<file path="src/rtl/fifo_ctrl.sv">
// fifo_ctrl: circular-buffer controller for a dual-port RAM.
// Port 0 writes, port 1 does registered reads; flags come from pointers.
module fifo_ctrl #(
  parameter int DATA_WIDTH = 8,
  parameter int ADDR_WIDTH = 8,
  parameter int AF_LEVEL   = (1 << ADDR_WIDTH) - 2,
  parameter int AE_LEVEL   = 2
) (
  input  logic                  clk,
  input  logic                  rst_n,
  input  logic                  flush,
  input  logic                  wr_en,
  input  logic [DATA_WIDTH-1:0] wr_data,
  input  logic                  rd_en,
  output logic [DATA_WIDTH-1:0] rd_data,
  output logic                  rd_valid,
  output logic                  full,
  output logic                  empty,
  output logic                  almost_full,
  output logic                  almost_empty,
  output logic [ADDR_WIDTH:0]   count,
  output logic                  overflow,
  output logic                  underflow,
  output logic [ADDR_WIDTH-1:0] ram_address_0,
  output logic                  ram_chip_enable_0,
  output logic                  ram_write_read_0,
  output logic [DATA_WIDTH-1:0] ram_data_0,
  output logic [ADDR_WIDTH-1:0] ram_address_1,
  output logic                  ram_chip_enable_1,
  output logic                  ram_write_read_1,
  input  logic [DATA_WIDTH-1:0] ram_data_1
);

  localparam logic [ADDR_WIDTH:0] AF_L = AF_LEVEL[ADDR_WIDTH:0];
  localparam logic [ADDR_WIDTH:0] AE_L = AE_LEVEL[ADDR_WIDTH:0];
  localparam logic [ADDR_WIDTH:0] ONE  = {{ADDR_WIDTH{1'b0}}, 1'b1};

  logic [ADDR_WIDTH:0] wr_ptr_q, wr_ptr_d;
  logic [ADDR_WIDTH:0] rd_ptr_q, rd_ptr_d;
  logic                overflow_q, overflow_d;
  logic                underflow_q, underflow_d;
  logic                rd_valid_q, rd_valid_d;
  logic                push_acc, pop_acc;

  // Extra MSB on each pointer separates full from empty
  assign empty = (wr_ptr_q == rd_ptr_q);
  assign full  = (wr_ptr_q[ADDR_WIDTH] != rd_ptr_q[ADDR_WIDTH]) &&
                 (wr_ptr_q[ADDR_WIDTH-1:0] == rd_ptr_q[ADDR_WIDTH-1:0]);
  assign count        = wr_ptr_q - rd_ptr_q;
  assign almost_full  = (count >= AF_L);
  assign almost_empty = (count <= AE_L);
  assign overflow     = overflow_q;
  assign underflow    = underflow_q;
  assign rd_valid     = rd_valid_q;
  assign rd_data      = ram_data_1;

  assign pop_acc  = rd_en & ~flush & ~empty;
  assign push_acc = wr_en & ~flush & (~full | pop_acc);

  assign ram_chip_enable_0 = push_acc;
  assign ram_write_read_0  = push_acc;
  assign ram_address_0     = wr_ptr_q[ADDR_WIDTH-1:0];
  assign ram_data_0        = wr_data;
  assign ram_chip_enable_1 = pop_acc;
  assign ram_write_read_1  = 1'b0;
  assign ram_address_1     = rd_ptr_q[ADDR_WIDTH-1:0];

  always_comb begin
    wr_ptr_d    = wr_ptr_q;
    rd_ptr_d    = rd_ptr_q;
    overflow_d  = overflow_q;
    underflow_d = underflow_q;
    rd_valid_d  = pop_acc;
    if (flush) begin
      wr_ptr_d    = '0;
      rd_ptr_d    = '0;
      overflow_d  = 1'b0;
      underflow_d = 1'b0;
      rd_valid_d  = 1'b0;
    end else begin
      if (push_acc) wr_ptr_d = wr_ptr_q + ONE;
      if (pop_acc)  rd_ptr_d = rd_ptr_q + ONE;
      if (wr_en && !push_acc) overflow_d = 1'b1;
      if (rd_en && empty)     underflow_d = 1'b1;
    end
  end

  always_ff @(posedge clk or negedge rst_n) begin
    if (!rst_n) begin
      wr_ptr_q    <= '0;
      rd_ptr_q    <= '0;
      overflow_q  <= 1'b0;
      underflow_q <= 1'b0;
      rd_valid_q  <= 1'b0;
    end else begin
      wr_ptr_q    <= wr_ptr_d;
      rd_ptr_q    <= rd_ptr_d;
      overflow_q  <= overflow_d;
      underflow_q <= underflow_d;
      rd_valid_q  <= rd_valid_d;
    end
  end

endmodule

</file>
<file path="config.mk">
export PLATFORM = sky130hd
export DESIGN_NAME = fifo_ctrl
export DESIGN_NICKNAME = d
export VERILOG_FILES = /design/src/rtl/fifo_ctrl.sv
export SDC_FILE = /design/constraint.sdc
export NUM_CORES = 1
export LEC_CHECK = 0
export CAP_MARGIN = 20
export CORE_AREA = 2 2 66 68
export DETAILED_ROUTE_END_ITERATION = 8
export DIE_AREA = 0 0 68 70
export GPL_TIMING_DRIVEN = 0
export PLACE_DENSITY = 0.83
export SLEW_MARGIN = 20
export SYNTH_ARGS = -nofsm -noshare
export SYNTH_HDL_FRONTEND = slang
export SYNTH_SLANG_ARGS = --single-unit
</file>
<file path="constraint.sdc">
create_clock -name clk -period 6.1 [get_ports clk]
set_clock_uncertainty 0.2 [all_clocks]
set_input_delay 1.22 -clock clk [delete_from_list [all_inputs] [get_ports clk]]
set_output_delay 1.22 -clock clk [all_outputs]
set_load 0.005 [all_outputs]
</file>
==> results.tsv <==
stage	metric	value	unit
critical_path	startpoint_type	flip-flop	
finish	fin_area	0.00248	mm2
place	port-buffer-count	55	
timing	hold_viol_final	0	
synth	synth_edf_count	0	
worst_hold_path	hold-path-cell-count	2	
drt	wire_per_inst	12.8	um
place	gp_congestion	0.853	
critical_path	arrival	3.14	ns
timing	tightest_slew	0.513	ns
synth	yosysTopAreaCellShare	29.0	%
synth	ys_seq_elements	21	
synth	netlist_area	0.00181	mm2
timing	max_slew_margin	65.7	%
floorplan	io-pin-count	73	
clock_network	htreeDepth	1	
clock_network	holdBufCountCts	0	
critical_path	critPathMaxStageDelay	0.54	ns
floorplan	core	0.00414	mm2
finish	nets	301	
pwr	internal_power	0.334	mW
floorplan	die_y	70	um
floorplan	start_util	43.7	%
critical_path	cp_cell_sequence	ha_1 > inv_1 > fa_1 > a21o_1 > a21oi_2 > xnor2_1 > a2111o_1 > nor4_2 > clkdlybuf4s50_1	
status	status	complete, no violations	
pwr	clkPwrFrac	18.4	%
place	hpwlAfterDp	3.31	mm
timing	period_needed	4.56	ns
clock_network	clk_latency	0.26	ns
timing	hold-worst-slack	0.304	ns
drt	via_per_inst	5.01	
pwr	seqPwrFrac	32.1	%
clock_network	cts.sinks	21	
timing	report.final.setup_viol	0	
critical_path	crit_slowest_cell	clkdlybuf4s50_1	
synth	ys_seq_area_share	29.0	%
synth	ys_warn_count	0	
clock_network	clock-root-buffer	clkbuf_8	
global_route	grt_pass1_wl	6.49	mm
pwr	cellLeakagePower	1.11	nW
pwr	p_sw_share	30.9	%
timing	rsz0062_at_grt	no	
pwr	p_sw	0.149	mW
timing	slew_viol_final	0	
critical_path	required	4.68	ns
synth	async_flop_share	100	%
timing	fin_tns_setup	0	ns
drt	wirelength	4.10	mm
timing	fmax	0.219	GHz
global_route	antenna_found_initial	0	
pwr	p_total	0.484	mW
critical_path	ff2ff_setup_slack	3.55	ns
pwr	power_frac_comb	49.5	%
critical_path	crit_path_start	rd_ptr_q[0]	
clock_network	cts_resized	0	
clock_network	cts_tree	done	
synth	ys.flop_type	dfrtp_1	
drt	drc	0	
global_route	grt_pass1_vias	1435	
place	pre_cts_ws	1.62	ns
worst_hold_path	hold_start	overflow	
worst_hold_path	min_path_type	flip-flop to flip-flop	
finish	diodes	0	
run	drv_cap	0	
synth	synth.distinct_cells	51	
floorplan	rows	24	
floorplan	die_w	68	um
critical_path	crit_type	flip-flop to output port	
place	place_area	0.00242	mm2
clock_network	cts.clk_slew.worst_paths	0.07	ns
floorplan	floorplan.die_area	0.00476	mm2
synth	synthCells	208	
synth	synth_nets	240	
drt	num_vias	1602	
critical_path	worstPathMaxFanout	6	
finish	drive_gt1_share	19.0	%
drt	ant_nets	0	
global_route	grt_max_degree	22	
clock_network	cts_max_path_buffers	2	
synth	yosysMostFrequentCell	buf_4	
critical_path	rr_startpoint	wr_ptr_q[5]	
synth	synthTopCellsByCount	34 x buf_4, 22 x nor2_1, 21 x dfrtp_1, 17 x inv_1, 16 x xnor2_1	
finish	area_growth	37.1	%
timing	fin_ws	1.54	ns
global_route	grt_usage	17.5	%
synth	yosys-top-cells-area	dfrtp_1 29%, buf_4 14%, xnor2_1 7.7%	
drt	dr.first_iter.drc_count	72	
synth	synth_top_cell_by_area	dfrtp_1	
drt	drt_first_pass_iters	4	
critical_path	r2r-end	wr_ptr_q[7]	
synth	syn_area_per_cell	8.70	um2
pwr	powerDensity	195	mW/mm2
timing	finalCritPeriodShare	74.7	%
pwr	ir_drop	138	uV
worst_hold_path	min_to	overflow	
global_route	overflow	0	
clock_network	numCtsBuffers	3	
clock_network	postCtsSetupRepairBufs	0	
critical_path	worst-r2r-cell-count	7	
critical_path	crit_path_end_kind	output port	
==> critical path: cells and delay by family, from the launching register on <==
kind,cells,cell delay (ns)
compound gates,3,0.82
xor+xnor,1,0.13
fa+ha+maj,2,0.63
buf+inv,2,0.60
flops,1,0.49
simple gates,1,0.21
==> logic make-up after synthesis <==
group	after synthesis	synth area share, %
AND/OR/NAND/NOR	66	19.5
buffers and inverters	56	19.6
AO/OA/AOI/OAI	33	13.9
flip-flops	21	29.0
XOR/XNOR	19	9.20
adder cells (fa/ha/maj)	11	8.02
other	1	0.207
multiplexers	1	0.553
==> worst max-delay path by stage <==
stage	end	slack [ns]
2_1_floorplan	almost_empty	2.51
3_3_place_gp	ram_write_read_0	1.61
3_5_place_dp	ram_write_read_0	1.62
4_1_cts	almost_empty	1.54
5_1_grt	almost_empty	1.43
6_report	almost_empty	1.54
==> state kept, by name, indices dropped and copies added (netlist names) <==
register,flops
rd_valid,1
wr_ptr_q,9
rd_ptr_q,9
underflow,1
overflow,1
==> metal layers <==
layer  track usage, %  wire length [um]
met1             23.6              1710
met5                0                 0
met3             2.58               257
met2             29.3              2090
met4             4.00                34
==> per-stage QoR <==
step                      utilization, %  cells
after CTS                           59.6    319
after floorplan                        -    208
after global placement              58.5    315
after global routing                59.9    320
final                               59.9    320
after detailed placement            58.5    315
==> layout make-up <==
| cell class | instances | area (um2) |
|---|---|---|
| Buffer | 39 | 290 |
| Tap cell | 52 | 65.1 |
| Sequential cell | 21 | 526 |
| Timing Repair Buffer | 56 | 562 |
| Clock buffer | 4 | 45.0 |
| Multi-Input combinational cell | 131 | 930 |
| Fill cell | 373 | 1660 |
| Inverter | 17 | 63.8 |
==> layout by cell type (no fill, tap or decap), drive strengths merged, types with 2 or more instances in the layout <==
cell           count
nor4               4
nor2b              3
inv               17
nand2              6
xnor2             16
a21oi              8
xor2               3
nand2b             2
nor2              22
a21o               2
clkdlybuf4s50     55
clkbuf             6
o21ai              7
nor3               6
dfrtp             21
nand3              5
o31ai              2
or3                5
buf               38
nand3b             2
nand4              4
ha                10
==> power by group through the flow <==
stage / clock network [mW] / logic, mW / registers [mW]
2_1_floorplan: 0 / 0.125 / 0.155
3_3_place_gp: 0 / 0.237 / 0.158
3_5_place_dp: 0 / 0.240 / 0.158
4_1_cts: 0.0901 / 0.242 / 0.155
5_1_grt: 0.0979 / 0.261 / 0.156
6_report: 0.0891 / 0.239 / 0.155
(Power assumes the default switching activity.)
